**src/rtl/cursor_frame_sched_pkg.sv**
```systemverilog
// Shared definitions for the cursor frame scheduler:
// state encoding, ADC/channel widths, saturating increment.
package boreal_sched_pkg;

  localparam int ADC_W = 24;
  localparam int CH_W  = 3;
  localparam int CNT_W = 8;

  typedef enum logic [2:0] {
    S_IDLE    = 3'd0,
    S_CONV    = 3'd1,
    S_WAIT    = 3'd2,
    S_DELIVER = 3'd3,
    S_SETTLE  = 3'd4,
    S_SEND    = 3'd5
  } sched_state_t;

  function automatic logic [CNT_W-1:0] sat_inc(
    input logic [CNT_W-1:0] v
  );
    if (v == {CNT_W{1'b1}})
      return v;
    return v + CNT_W'(1);
  endfunction

endpackage

```
**src/rtl/cursor_frame_sched_if.sv**
```systemverilog
// Scheduler bus: frame control, ADC handshake, UART
// request and status. master = scheduler, slave = environment.
//   enable, emergency_halt_n, clear_status : control in
//   adc_start/adc_done/adc_data_in         : ADC front end
//   raw_adc_out/adc_channel_sel/adc_data_ready : decoder core
//   uart_busy/send_packet_strobe           : cursor UART
//   frame_overrun/timeout_cnt/sched_state  : status/debug
interface cursor_frame_sched_if;
  import boreal_sched_pkg::*;

  logic             enable;
  logic             emergency_halt_n;
  logic             adc_start;
  logic             adc_done;
  logic [ADC_W-1:0] adc_data_in;
  logic [ADC_W-1:0] raw_adc_out;
  logic [CH_W-1:0]  adc_channel_sel;
  logic             adc_data_ready;
  logic             uart_busy;
  logic             send_packet_strobe;
  logic             clear_status;
  logic             frame_overrun;
  logic [CNT_W-1:0] timeout_cnt;
  logic [2:0]       sched_state;

  modport master (
    input  enable,
    input  emergency_halt_n,
    output adc_start,
    input  adc_done,
    input  adc_data_in,
    output raw_adc_out,
    output adc_channel_sel,
    output adc_data_ready,
    input  uart_busy,
    output send_packet_strobe,
    input  clear_status,
    output frame_overrun,
    output timeout_cnt,
    output sched_state
  );

  modport slave (
    output enable,
    output emergency_halt_n,
    input  adc_start,
    output adc_done,
    output adc_data_in,
    input  raw_adc_out,
    input  adc_channel_sel,
    input  adc_data_ready,
    output uart_busy,
    input  send_packet_strobe,
    output clear_status,
    input  frame_overrun,
    input  timeout_cnt,
    input  sched_state
  );

endinterface

```
**src/rtl/cursor_frame_sched_tick.sv**
```systemverilog
// Frame tick generator: free-running 0..FRAME_DIV-1 counter.
// Ports: clk, rst_n (sync, active-low), tick (one-cycle pulse).
module frame_tick_gen #(
  parameter int FRAME_DIV = 1000
) (
  input  logic clk,
  input  logic rst_n,
  output logic tick
);

  localparam int CW = $clog2(FRAME_DIV);

  logic [CW-1:0] r_cnt;
  logic          r_tick;
  logic          w_wrap;

  assign w_wrap = (r_cnt == CW'(FRAME_DIV - 1));

  // Tick is registered off the wrap compare, so the first
  // tick lands exactly FRAME_DIV edges after reset release
  // and then repeats every FRAME_DIV cycles.
  always_ff @(posedge clk) begin
    if (!rst_n) begin
      r_cnt  <= '0;
      r_tick <= 1'b0;
    end else begin
      r_tick <= w_wrap;
      if (w_wrap)
        r_cnt <= '0;
      else
        r_cnt <= r_cnt + CW'(1);
    end
  end

  assign tick = r_tick;

endmodule

```
**src/rtl/cursor_frame_sched.sv**
```systemverilog
// Cursor frame scheduler: per frame tick, scans NUM_CH ADC
// channels, delivers each sample, settles, then requests a
// UART packet. Ports: clk, rst_n (sync, active-low), bus
// (cursor_frame_sched_if.master: ADC, UART, control, status).
module cursor_frame_sched
  import boreal_sched_pkg::*;
#(
  parameter int NUM_CH       = 8,
  parameter int FRAME_DIV    = 1000,
  parameter int CONV_TIMEOUT = 255,
  parameter int SETTLE_CYC   = 4
) (
  input logic                  clk,
  input logic                  rst_n,
  cursor_frame_sched_if.master bus
);

  sched_state_t     r_state;
  sched_state_t     w_next;
  logic [CH_W-1:0]  r_idx;
  logic [CH_W-1:0]  w_idx_nxt;
  logic [CNT_W-1:0] r_wcnt;
  logic [CNT_W-1:0] w_wcnt_nxt;
  logic [3:0]       r_scnt;
  logic [3:0]       w_scnt_nxt;
  logic [ADC_W-1:0] r_raw;
  logic             r_ovr;
  logic [CNT_W-1:0] r_tcnt;

  logic w_tick;
  logic w_run;
  logic w_adv;
  logic w_to;
  logic w_latch;
  logic w_last;

  frame_tick_gen #(
    .FRAME_DIV(FRAME_DIV)
  ) u_tick (
    .clk  (clk),
    .rst_n(rst_n),
    .tick (w_tick)
  );

  assign w_run  = bus.emergency_halt_n;
  assign w_last = (r_idx == CH_W'(NUM_CH - 1));

  always_ff @(posedge clk) begin
    if (!rst_n) begin
      r_state <= S_IDLE;
      r_idx   <= '0;
      r_wcnt  <= '0;
      r_scnt  <= '0;
    end else begin
      r_state <= w_next;
      r_idx   <= w_idx_nxt;
      r_wcnt  <= w_wcnt_nxt;
      r_scnt  <= w_scnt_nxt;
    end
  end

  always_comb begin
    w_next     = r_state;
    w_idx_nxt  = r_idx;
    w_wcnt_nxt = r_wcnt;
    w_scnt_nxt = r_scnt;
    w_adv      = 1'b0;
    w_to       = 1'b0;
    w_latch    = 1'b0;
    if (!w_run) begin
      w_next = S_IDLE;
    end else begin
      unique case (r_state)
        S_IDLE: begin
          if (w_tick && bus.enable) begin
            w_next    = S_CONV;
            w_idx_nxt = '0;
          end
        end
        S_CONV: begin
          w_next     = S_WAIT;
          w_wcnt_nxt = '0;
        end
        S_WAIT: begin
          if (bus.adc_done) begin
            w_latch = 1'b1;
            w_next  = S_DELIVER;
          end else if (r_wcnt ==
                       CNT_W'(CONV_TIMEOUT - 1)) begin
            w_to  = 1'b1;
            w_adv = 1'b1;
          end else begin
            w_wcnt_nxt = r_wcnt + CNT_W'(1);
          end
        end
        S_DELIVER: begin
          w_adv = 1'b1;
        end
        S_SETTLE: begin
          if (r_scnt == 4'(SETTLE_CYC - 1))
            w_next = S_SEND;
          else
            w_scnt_nxt = r_scnt + 4'd1;
        end
        S_SEND: begin
          if (!bus.uart_busy)
            w_next = S_IDLE;
        end
        default: begin
          w_next = S_IDLE;
        end
      endcase
      // Shared exit from WAIT (timeout) and DELIVER.
      if (w_adv) begin
        if (w_last) begin
          w_next     = S_SETTLE;
          w_scnt_nxt = '0;
        end else begin
          w_next    = S_CONV;
          w_idx_nxt = r_idx + CH_W'(1);
        end
      end
    end
  end

  always_ff @(posedge clk) begin
    if (!rst_n)
      r_raw <= '0;
    else if (w_latch)
      r_raw <= bus.adc_data_in;
  end

  // Set events take priority over clear_status.
  always_ff @(posedge clk) begin
    if (!rst_n) begin
      r_ovr  <= 1'b0;
      r_tcnt <= '0;
    end else begin
      if (w_tick && (r_state != S_IDLE))
        r_ovr <= 1'b1;
      else if (bus.clear_status)
        r_ovr <= 1'b0;
      if (w_to)
        r_tcnt <= bus.clear_status ? CNT_W'(1)
                                   : sat_inc(r_tcnt);
      else if (bus.clear_status)
        r_tcnt <= '0;
    end
  end

  // Strobes are gated by halt so none escape in the cycle
  // the halt is asserted; the state fixes mutual exclusion.
  assign bus.adc_start      = w_run &&
                              (r_state == S_CONV);
  assign bus.adc_data_ready = w_run &&
                              (r_state == S_DELIVER);
  assign bus.send_packet_strobe = w_run &&
                                  (r_state == S_SEND) &&
                                  !bus.uart_busy;

  assign bus.raw_adc_out     = r_raw;
  assign bus.adc_channel_sel = r_idx;
  assign bus.frame_overrun   = r_ovr;
  assign bus.timeout_cnt     = r_tcnt;
  assign bus.sched_state     = r_state;

endmodule

```
**src/flat_wrapper.sv**
```systemverilog
// flat-port wrapper written by rule: the top's interface ports become plain ports
module cursor_frame_sched_flat import boreal_sched_pkg::*;
#(
  parameter int NUM_CH       = 8,
  parameter int FRAME_DIV    = 1000,
  parameter int CONV_TIMEOUT = 255,
  parameter int SETTLE_CYC   = 4
)
  (clk, rst_n, bus_enable, bus_emergency_halt_n, bus_adc_start, bus_adc_done, bus_adc_data_in, bus_raw_adc_out, bus_adc_channel_sel, bus_adc_data_ready, bus_uart_busy, bus_send_packet_strobe, bus_clear_status, bus_frame_overrun, bus_timeout_cnt, bus_sched_state);
  cursor_frame_sched_if bus_i ();
  input logic clk;
  input logic rst_n;
  input wire logic [$bits(bus_i.enable)-1:0] bus_enable;
  input wire logic [$bits(bus_i.emergency_halt_n)-1:0] bus_emergency_halt_n;
  output wire logic [$bits(bus_i.adc_start)-1:0] bus_adc_start;
  input wire logic [$bits(bus_i.adc_done)-1:0] bus_adc_done;
  input wire logic [$bits(bus_i.adc_data_in)-1:0] bus_adc_data_in;
  output wire logic [$bits(bus_i.raw_adc_out)-1:0] bus_raw_adc_out;
  output wire logic [$bits(bus_i.adc_channel_sel)-1:0] bus_adc_channel_sel;
  output wire logic [$bits(bus_i.adc_data_ready)-1:0] bus_adc_data_ready;
  input wire logic [$bits(bus_i.uart_busy)-1:0] bus_uart_busy;
  output wire logic [$bits(bus_i.send_packet_strobe)-1:0] bus_send_packet_strobe;
  input wire logic [$bits(bus_i.clear_status)-1:0] bus_clear_status;
  output wire logic [$bits(bus_i.frame_overrun)-1:0] bus_frame_overrun;
  output wire logic [$bits(bus_i.timeout_cnt)-1:0] bus_timeout_cnt;
  output wire logic [$bits(bus_i.sched_state)-1:0] bus_sched_state;
  assign bus_i.enable = bus_enable;
  assign bus_i.emergency_halt_n = bus_emergency_halt_n;
  assign bus_adc_start = bus_i.adc_start;
  assign bus_i.adc_done = bus_adc_done;
  assign bus_i.adc_data_in = bus_adc_data_in;
  assign bus_raw_adc_out = bus_i.raw_adc_out;
  assign bus_adc_channel_sel = bus_i.adc_channel_sel;
  assign bus_adc_data_ready = bus_i.adc_data_ready;
  assign bus_i.uart_busy = bus_uart_busy;
  assign bus_send_packet_strobe = bus_i.send_packet_strobe;
  assign bus_i.clear_status = bus_clear_status;
  assign bus_frame_overrun = bus_i.frame_overrun;
  assign bus_timeout_cnt = bus_i.timeout_cnt;
  assign bus_sched_state = bus_i.sched_state;
  cursor_frame_sched #(.NUM_CH(NUM_CH), .FRAME_DIV(FRAME_DIV), .CONV_TIMEOUT(CONV_TIMEOUT), .SETTLE_CYC(SETTLE_CYC)) u_core (.clk(clk), .rst_n(rst_n), .bus(bus_i));
endmodule
```
**config.mk**
```make
export PLATFORM = sky130hd
export DESIGN_NAME = cursor_frame_sched_flat
export DESIGN_NICKNAME = d
export VERILOG_FILES = /design/src/rtl/cursor_frame_sched_pkg.sv /design/src/rtl/cursor_frame_sched_if.sv /design/src/rtl/cursor_frame_sched_tick.sv /design/src/rtl/cursor_frame_sched.sv /design/src/flat_wrapper.sv
export SDC_FILE = /design/constraint.sdc
export NUM_CORES = 1
export LEC_CHECK = 0
export BUFFER_PORTS_ARGS = -buffer_cell sky130_fd_sc_hd__buf_2
export CAP_MARGIN = 20
export CORE_MARGIN = 4
export CORE_UTILIZATION = 55
export CTS_CLUSTER_SIZE = 20
export DETAILED_ROUTE_END_ITERATION = 8
export GPL_TIMING_DRIVEN = 1
export PLACE_DENSITY_LB_ADDON = 0.08
export SYNTH_ARGS = -nofsm -noshare
export SYNTH_HDL_FRONTEND = slang
export SYNTH_HIERARCHICAL = 1
export SYNTH_SLANG_ARGS = --single-unit
```
**constraint.sdc**
```tcl
create_clock -name clk -period 2.9 [get_ports clk]
set_input_delay 0.58 -clock clk [delete_from_list [all_inputs] [get_ports clk]]
set_output_delay 0.58 -clock clk [all_outputs]
set_load 0.005 [all_outputs]
```
==> results of run 1 <==
==> area by class of cell <==
class	instances	area, µm²
fill	460	1640
sequential	62	1240
inverter	11	41.3
timing repair buffer	75	383
tap	70	87.6
clock buffer	9	124
clock inverter	3	40.0
multi-input combinational	247	1520
==> synthesized netlist by cell type, types with 2 or more instances <==
cell type | n | share of area, %
buf_2 | 3 | 0.52
a211o_1 | 2 | 0.61
and3_1 | 5 | 1.1
a21boi_0 | 20 | 5.2
nor4_1 | 3 | 0.65
ha_1 | 7 | 3.1
nand4_1 | 9 | 2.0
o41ai_1 | 2 | 0.61
nand3_1 | 12 | 2.1
inv_1 | 10 | 1.3
a41o_1 | 2 | 0.70
a31oi_1 | 3 | 0.65
a32o_1 | 2 | 0.70
clkbuf_1 | 11 | 1.4
or3_1 | 10 | 2.2
and2_1 | 3 | 0.65
nand2b_1 | 6 | 1.3
o21a_1 | 2 | 0.52
nor2b_1 | 2 | 0.44
a21oi_1 | 20 | 3.5
o211ai_1 | 2 | 0.52
and4_1 | 4 | 1.2
o31a_1 | 3 | 0.92
dfxtp_1 | 62 | 43
o31ai_1 | 6 | 1.6
nand4b_1 | 2 | 0.61
or4_1 | 5 | 1.3
nor2_1 | 17 | 2.2
mux2i_1 | 2 | 0.70
o21ai_0 | 8 | 1.4
nand2_1 | 62 | 8.1
xor2_1 | 4 | 1.2
==> power by group through the flow <==
stage	Clock (W)	Combinational, W	Sequential, W
2_1_floorplan	0	0.0000319	0.000886
3_3_place_gp	0	0.0000613	0.000888
3_5_place_dp	0	0.0000621	0.000888
4_1_cts	0.000697	0.0000622	0.000869
5_1_grt	0.000732	0.0000703	0.000870
6_report	0.000669	0.0000617	0.000870
==> state kept, by name, indices dropped and copies added, names as in the netlist <==
signal                      count
u_core/r_wcnt                   8
u_core/bus.raw_adc_out         24
u_core/r_scnt                   4
u_core/bus.frame_overrun        1
u_core/bus.timeout_cnt          8
u_core/bus.sched_state          3
u_core/u_tick/tick              1
u_core/bus.adc_channel_sel      3
u_core/u_tick/r_cnt            10
==> metrics by stage <==
step	hold slack [ps]	area (µm²)	std cells	util, %	worst slack, ps
2_1_floorplan	449	2870	335	-	764
3_3_place_gp	440	3270	465	64.4	514
3_5_place_dp	447	3270	465	64.4	461
4_1_cts	456	3430	477	67.7	642
5_1_grt	483	3430	477	67.7	458
6_report	453	3430	477	67.7	634
==> worst register-to-register path: cells and delay by family (launching register included) <==
| kind | cells | cell delay [ps] |
|---|---|---|
| AO/OA/AOI/OAI | 1 | 150 |
| flip-flops | 1 | 440 |
| AND/OR/NAND/NOR | 3 | 1620 |
==> per-layer routing <==
metal	wire, µm	up-vias	GRT usage [%]	part of all wire [%]
met3	361	12	5.27	5.7
met2	3090	61	35.5	49
met1	2790	1229	24.1	44
li1	-	1363	-	-
met5	0	-	0	0
met4	122	0	11.3	1.9
==> layout by cell type (no fill, tap or decap), types with 2 or more instances in the layout <==
cell type / Yosys / final
a211o_1: 2 / 2
a21boi_0: 20 / 20
a21oi_1: 20 / 20
a31oi_1: 3 / 3
a32o_1: 2 / 2
a41o_1: 2 / 2
and2_1: 3 / 3
and3_1: 5 / 5
and4_1: 4 / 4
buf_2: 3 / 72
buf_4: 0 / 3
clkbuf_8: 0 / 9
clkinv_2: 0 / 2
dfxtp_1: 62 / 62
ha_1: 7 / 7
inv_1: 10 / 10
mux2i_1: 2 / 2
nand2_1: 62 / 62
nand2b_1: 6 / 6
nand3_1: 12 / 12
nand4_1: 9 / 9
nand4b_1: 2 / 2
nor2_1: 17 / 17
nor2b_1: 2 / 2
nor4_1: 3 / 3
o211ai_1: 2 / 2
o21a_1: 2 / 2
o21ai_0: 8 / 8
o31a_1: 3 / 3
o31ai_1: 6 / 6
o41ai_1: 2 / 2
or3_1: 10 / 10
or4_1: 5 / 5
xor2_1: 4 / 4
==> kinds of logic after synthesis <==
| family | count (synthesis) | share of synthesized area [%] |
|---|---|---|
| and+or+nand+nor | 151 | 27.5 |
| AOI/OAI and AO/OA | 82 | 20.2 |
| DFF | 62 | 43.3 |
| buffers and inverters | 26 | 3.80 |
| adders and majority gates | 7 | 3.06 |
| xor gates and xnor gates | 5 | 1.53 |
| muxes | 2 | 0.698 |
==> worst max-delay path by stage <==
| stage | startpoint | end |
|---|---|---|
| after global routing | u_core/bus.sched_state[1] | u_core/bus.timeout_cnt[5] |
| after floorplan | bus_emergency_halt_n | u_core/bus.timeout_cnt[4] |
| after detailed placement | bus_emergency_halt_n | u_core/bus.timeout_cnt[5] |
| after CTS | u_core/bus.sched_state[2] | u_core/bus.timeout_cnt[5] |
| final | u_core/bus.sched_state[2] | u_core/bus.timeout_cnt[5] |
| after global placement | bus_emergency_halt_n | u_core/bus.timeout_cnt[5] |
==> reports/results.ini, run 1 <==
[outcome]
status=complete, no violations

[cells_and_area]
nets=444
drive_above_1_share_pct=22.9
n_antenna_cell=0
area_delta_synth_final_pct=19.8

[power]
combPwrFrac_pct=3.9
ir_drop_v=0.000287
total_power_w=0.00160
power.density_nw_per_um2=466
p_leak_nw=1.41
power.net_switching_w=0.000337
p_sw_share_pct=21.1
seqPwrFrac_pct=54.3
p_int_w=0.00126
clkPwrFrac_pct=41.8

[sta]
fin_tns_setup_ps=0
worst_pin_slew_ps=654
max_slew_margin_pct=56.0
timing.fmax_mhz=441
skew_ps=6.22
setup_viol=0
slew_viol_final=0
min_period_ps=2270
rsz0062_at_grt=false
hold_viol_final=0
finalCritPeriodShare_pct=78.1

[worst_setup_path]
crit_type=reg2reg
critPathMaxFanout=15
path_common_cell=or4_1
crit-reg2reg-launch=u_core/bus.sched_state[2]
cp_top_family=simple AND/OR/NAND/NOR gates
cp_slowest_stage_delay_ps=750
critPathRequiredTime_ps=3160
crit_path_top_delay_cell=or4_1
worstPathCellList=nand3b_1, or4_1, or4_1, a21oi_1
critical_path_arrival_ps=2520
ff2ff_path_depth=4
critPathLaunchType=register
ff2ff_setup_slack_ps=630
rr_endpoint=u_core/bus.timeout_cnt[5]
end_kind=register
crit_buf_inv=0
cp.depth=4

[global_route]
antenna_found_initial=0
grt_max_degree=33
grt_first_pass_wirelength_mm=10.8
track_usage_pct=21.0
grt_overflow=0
grt_pass1_vias=2573

[floorplanning]
die_w_um=80.2
initial_core_util_pct=56.5
rows=26
die_area_um2=6430
num_io_pins=73
core_area_um2=5070
die_h_um=80.2

[drt]
drc=0
wl_per_cell_um=13.3
firstDrtPassIters=4
via_per_inst=5.59
ant_nets=0
first_iter_violations=119
routed_wl_mm=6.36
vias=2665

[yosys]
async_flop_share_pct=0
synth-edff-count=0
syn_area_per_cell_um2=8.56
netlist_instances=335
synth_cell_types=56
syn-num-nets=373
yosysWarnings=6
synth_flop_cell=dfxtp_1
syn_area_um2=2870
seq_area_frac_synth_pct=43.3
synth_seq_cells=62

[clock_tree]
clock_latency_ps=330
clock-root-buffer=clkbuf_8
post_cts_resized=0
clkTransAtPathRegs_ps=60
cts_buffers=9
cts_tree=built
post_cts.repair.setup_buffers=0
htreeDepth=3
hold_buffers=0
clkSinkCount=62
clockBufferDepth=2

[place]
hpwl_mm=4.62
place.gp.congestion=0.858
numPortBuffers=72

[hold_path]
hold_path_depth=2
min_to=u_core/bus.raw_adc_out[3]
hp-start=u_core/bus.raw_adc_out[3]
hold_class=reg2reg

[flow_run]
drv_cap=0

No activity file was read; power rests on OpenSTA's default activity.
==> run 2, diff against run 1 <==
--- a/config.mk
+++ b/config.mk
@@ -8,7 +8,7 @@
 export BUFFER_PORTS_ARGS = -buffer_cell sky130_fd_sc_hd__buf_2
 export CAP_MARGIN = 20
 export CORE_MARGIN = 4
-export CORE_UTILIZATION = 55
+export CORE_UTILIZATION = 53
 export CTS_CLUSTER_SIZE = 20
 export DETAILED_ROUTE_END_ITERATION = 8
 export GPL_TIMING_DRIVEN = 1
==> constraint.sdc (replaced) <==
create_clock -name clk -period 2.1 [get_ports clk]
set_input_delay 0.42 -clock clk [delete_from_list [all_inputs] [get_ports clk]]
set_output_delay 0.42 -clock clk [all_outputs]
set_load 0.005 [all_outputs]
==> reports/results.ini, run 2 (synthesis gave the netlist of run 1 again) <==
[worst_setup_path]
crit_path_top_delay_cell=or3_1
worstPathCellList=buf_4, nand2b_1, or3_1, inv_1, buf_2
critPathLaunchType=register
end_kind=output pin
critPathRequiredTime_ps=1680  ; -1480 ps
cp_slowest_stage_delay_ps=390  ; -360 ps
ff2ff_setup_slack_ps=150  ; -480 ps
critPathMaxFanout=9  ; -6
crit_type=reg2out
critical_path_arrival_ps=1570  ; -950 ps

[floorplanning]
rows=26  ; unchanged
core_area_um2=5170  ; +1.9%
initial_core_util_pct=55.4  ; -1.1 points
num_io_pins=73  ; unchanged
die_area_um2=6650  ; +3.4%
die_h_um=81.5  ; +1.7%
die_w_um=81.5  ; +1.7%

[sta]
min_period_ps=1990
finalCritPeriodShare_pct=94.6
max_slew_margin_pct=61.6  ; +5.7 points
rsz0062_at_grt=false
hold_viol_final=0  ; unchanged
worst_pin_slew_ps=568  ; -86.9 ps
setup_viol=0  ; unchanged
timing.fmax_mhz=504
fin_tns_setup_ps=0  ; unchanged
skew_ps=7.06  ; +0.836 ps
slew_viol_final=0  ; unchanged

[cells_and_area]
finish.utilization_pct=69.3  ; +1.7 points
drive_above_1_share_pct=26.2  ; +3.4 points
nets=461  ; +3.8%
final_cell_mix=72 x buf_2, 62 x nand2_1, 62 x dfxtp_1
final_common_cell=buf_2
n_antenna_cell=0  ; unchanged
area_delta_synth_final_pct=25.1
stdcell_count=497  ; +4.2%
largest_reg_flops=24  ; unchanged

[drt]
firstDrtPassIters=4  ; unchanged
vias=2753  ; +3.3%
via_per_inst=5.54  ; -0.85%
ant_nets=0  ; unchanged
first_iter_violations=117  ; -1.7%
routed_wl_mm=6.75  ; +6.2%
wl_per_cell_um=13.6  ; +1.9%
drc=0  ; unchanged

[global_route]
grtUsageMet2_pct=37.4  ; +1.9 points
grt_pass1_vias=2492  ; -3.1%
use_met1_pct=25.9  ; +1.8 points
track_usage_pct=21.9  ; +0.94 points
antenna_found_initial=0  ; unchanged
met3_usage_pct=4.82  ; -0.44 points
grt_first_pass_wirelength_mm=11.4  ; +5.5%
gr-max-usage-layer=met2
grt_max_degree=25  ; -24%
grt_overflow=0  ; unchanged

[outcome]
status=complete, no violations

[power]
ir_drop_v=0.000449  ; +56%
p_leak_nw=1.50  ; +6.3%
power.density_nw_per_um2=644  ; +38%

[hold_path]
hold_class=in2reg

[clock_tree]
htreeDepth=3  ; unchanged
post_cts_resized=0  ; unchanged
hold_buffers=0  ; unchanged
clock-root-buffer=clkbuf_8
post_cts.repair.setup_buffers=0  ; unchanged
cts_buffers=9  ; unchanged
clkTransAtPathRegs_ps=70  ; about the same
clockBufferDepth=2  ; unchanged
clock_latency_ps=340  ; about the same
clkSinkCount=62  ; unchanged
cts_tree=built

[place]
hpwl_mm=4.86  ; +5.1%
place_inst=482  ; +3.7%
numPortBuffers=72  ; unchanged
place.gp.congestion=0.873  ; +1.8%

[flow_run]
drv_cap=0  ; unchanged

-- run 2: critical path: cells and delay by family, from the launching register on --
kind	cells	cell delay (ps)
DFF	1	340
and+or+nand+nor	2	560
buffers and inverters	3	340
-- run 2: final timing paths --
kind              depth (start not counted)                            end                      start
setup / recovery                          5                  bus_adc_start  u_core/bus.sched_state[1]
setup reg to reg                          7  u_core/bus.adc_channel_sel[0]           u_core/r_wcnt[0]
hold reg to reg                           2      u_core/bus.raw_adc_out[3]  u_core/bus.raw_adc_out[3]
hold / removal                            3      u_core/bus.raw_adc_out[2]         bus_adc_data_in[2]
-- run 2: metrics by stage --
step / hold WS [ps] / setup slack, ps / cell area [µm²] / power (W)
after floorplan: 449 / 124 / 2870 / 0.00127
after global placement: 436 / 66.8 / 3400 / 0.00132
after detailed placement: 440 / 11.3 / 3400 / 0.00132
after CTS: 302 / 99.6 / 3590 / 0.00233
after global routing: 312 / 6.00 / 3590 / 0.00239
final: 313 / 114 / 3590 / 0.00231
-- run 2: area by class of cell --
class / instances / area [µm²]
fill: 448 / 1590
clock inverter: 4 / 47.5
timing repair buffer: 92 / 510
inverter: 11 / 41.3
clock buffer: 11 / 141
sequential: 62 / 1240
tap: 70 / 87.6
multi-input combinational: 247 / 1520
-- run 2: routing by layer --
layer / part of all wire [%] / wire length (µm)
met1: 44 / 2960
met2: 49 / 3290
met3: 5.7 / 383
met4: 1.8 / 119
met5: 0 / 0
-- run 2: power by group --
group          total [W]  switching (W)  internal [W]
clock network    0.00101       0.000444      0.000570
registers        0.00120      0.0000161       0.00119
logic          0.0000932      0.0000461     0.0000471
==> run 3, diff against run 2 <==
--- a/config.mk
+++ b/config.mk
@@ -7,8 +7,10 @@
 export LEC_CHECK = 0
 export BUFFER_PORTS_ARGS = -buffer_cell sky130_fd_sc_hd__buf_2
 export CAP_MARGIN = 20
+export CELL_PAD_IN_SITES_DETAIL_PLACEMENT = 1
+export CELL_PAD_IN_SITES_GLOBAL_PLACEMENT = 1
 export CORE_MARGIN = 4
-export CORE_UTILIZATION = 53
+export CORE_UTILIZATION = 39
 export CTS_CLUSTER_SIZE = 20
 export DETAILED_ROUTE_END_ITERATION = 8
 export GPL_TIMING_DRIVEN = 1
==> reports/results.ini, run 3 (synthesis gave the netlist of run 1 again) <==
[power]
p_int_w=0.00175  ; -2.7%
ir_drop_v=0.000416  ; -7.3%
power.density_nw_per_um2=631  ; -2.0%
total_power_w=0.00228  ; -1.2%
power.net_switching_w=0.000528  ; +4.3%
p_sw_share_pct=23.2  ; +1.2 points
p_leak_nw=1.49  ; -0.25%
combPwrFrac_pct=4.1  ; about the same
clkPwrFrac_pct=43.3  ; -0.6 points
seqPwrFrac_pct=52.6  ; +0.6 points

[floorplanning]
die_area_um2=8790  ; +32%
die_w_um=93.7  ; +15%
initial_core_util_pct=41.1  ; -14 points
num_io_pins=73  ; unchanged
rows=30  ; +15%
core_area_um2=6980  ; +35%
die_h_um=93.7  ; +15%

[global_route]
track_usage_pct=18.8  ; -3.1 points
grtUsageMet2_pct=32.9  ; -4.4 points
gr-max-usage-layer=met2
grt_overflow=0  ; unchanged
grt_first_pass_wirelength_mm=13.1  ; +15%
grt_pass1_vias=2776  ; +11%
antenna_found_initial=0  ; unchanged
use_met1_pct=21.3  ; -4.6 points
grt_max_degree=25  ; unchanged
met3_usage_pct=5.45  ; +0.62 points

[hold_path]
hold_class=in2reg
hold_path_depth=3  ; unchanged

[drt]
firstDrtPassIters=4  ; unchanged
first_iter_violations=92  ; -21%
routed_wl_mm=7.86  ; +16%
vias=2789  ; +1.3%
ant_nets=0  ; unchanged
wl_per_cell_um=15.0  ; +11%
via_per_inst=5.33  ; -3.7%
drc=0  ; unchanged

[cells_and_area]
area.sequential_um2=1240  ; unchanged
final_cell_mix=72 x buf_2, 62 x nand2_1, 62 x dfxtp_1
largest_reg_flops=24  ; unchanged
fill_cells=897  ; +100%
n_antenna_cell=0  ; unchanged
drive_above_1_share_pct=26.5  ; +0.23 points
area_delta_synth_final_pct=26.1
final_common_cell=buf_2
multi_input_area_um2=1520  ; +0.41%
nets=460  ; -0.22%

[clock_tree]
clockBufferDepth=2  ; unchanged
htreeDepth=3  ; unchanged
clkSinkCount=62  ; unchanged
cts_buffers=9  ; unchanged
post_cts.repair.setup_buffers=0  ; unchanged
cts_tree=built
clkTransAtPathRegs_ps=70  ; about the same
clock-root-buffer=clkbuf_8
clock_latency_ps=340  ; about the same

[sta]
timing.fmax_mhz=502  ; -0.28%
max_slew_margin_pct=71.1  ; +9.5 points
slew_viol_final=0  ; unchanged
min_period_ps=1990  ; +5.64 ps
post-route-worst-setup-slack_ps=109  ; -5.64 ps
hold_viol_final=0  ; unchanged
fin_tns_setup_ps=0  ; unchanged
rsz0062_at_grt=false
worst_pin_slew_ps=432  ; -136 ps
skew_ps=8.36  ; +1.30 ps
finalCritPeriodShare_pct=94.8  ; +0.27 points
setup_viol=0  ; unchanged

[place]
place.gp.congestion=0.827  ; -5.3%
numPortBuffers=72  ; unchanged
post-place-ws_ps=36.2  ; +24.9 ps
hpwl_mm=5.84  ; +20%

[worst_setup_path]
cp_slowest_stage_delay_ps=390  ; about the same
critPathRequiredTime_ps=1680  ; about the same
ff2ff_path_depth=7  ; unchanged
critical_path_arrival_ps=1570  ; about the same
cp_top_family=simple AND/OR/NAND/NOR gates
worstPathCellList=buf_4, nand2b_1, or3_1, inv_1, buf_2
crit_type=reg2out
crit_path_top_delay_cell=or3_1
cp.depth=5  ; unchanged
critPathLaunchType=register
critPathMaxFanout=11  ; +2
crit_buf_inv=3  ; unchanged
end_kind=output pin

[outcome]
status=complete, no violations

[flow_run]
drv_cap=0  ; unchanged

## run 3: layout make-up
class	count	share of cell area (%)
inverters	11	1.14
repair buffers	91	13.9
multi-input cells	247	42.1
well taps	96	3.32
clock inverters	3	0.485
flip-flops and latches	62	34.3
clock buffers	13	4.67
## run 3: path summary, 6_finish.rpt
path / start / endpoint / slack [ps]
worst max-delay path: u_core/bus.sched_state[1] / bus_adc_start / 110
worst min-delay path: bus_adc_data_in[2] / u_core/bus.raw_adc_out[2] / 310
worst max register to register: u_core/r_wcnt[0] / u_core/r_scnt[3] / 130
worst min register to register: u_core/bus.raw_adc_out[1] / u_core/bus.raw_adc_out[1] / 460
## run 3: what timing repair did
action,in CTS,in global routing
resized for setup,0,1
hold buffers,0,0
endpoints found under the setup margin,0,2
## run 3: metal layers
metal  vias to the layer above  share of wire (%)  routed length [µm]
met3                         9                5.0                 393
met2                        54                 50                3930
met1                      1341                 44                3420
met5                         -                  0                   0
li1                       1385                  -                   -
met4                         0                1.5                 114
## run 3: worst min-delay path, delay by kind of cell
| kind | cells | cell delay [ps] |
|---|---|---|
| AOI/OAI and AO/OA | 1 | 50 |
| buffers and inverters | 1 | 90 |
| and+or+nand+nor | 1 | 50 |
## run 3: power by group through the flow
stage	combinational, W	sequential (W)	clock [W]
2_1_floorplan	0.0000441	0.00122	0
3_3_place_gp	0.0000916	0.00123	0
3_5_place_dp	0.0000945	0.00123	0
4_1_cts	0.0000948	0.00120	0.00102
5_1_grt	0.000106	0.00120	0.00107
6_report	0.0000931	0.00120	0.000988
## run 3: per-stage QoR
step,hold slack (ps),cells,cell area [µm²],utilization [%]
after floorplan,449,335,2870,-
after global placement,440,507,3420,49.0
after detailed placement,448,507,3420,49.0
after CTS,303,523,3610,51.7
after global routing,313,523,3610,51.8
final,314,523,3610,51.8
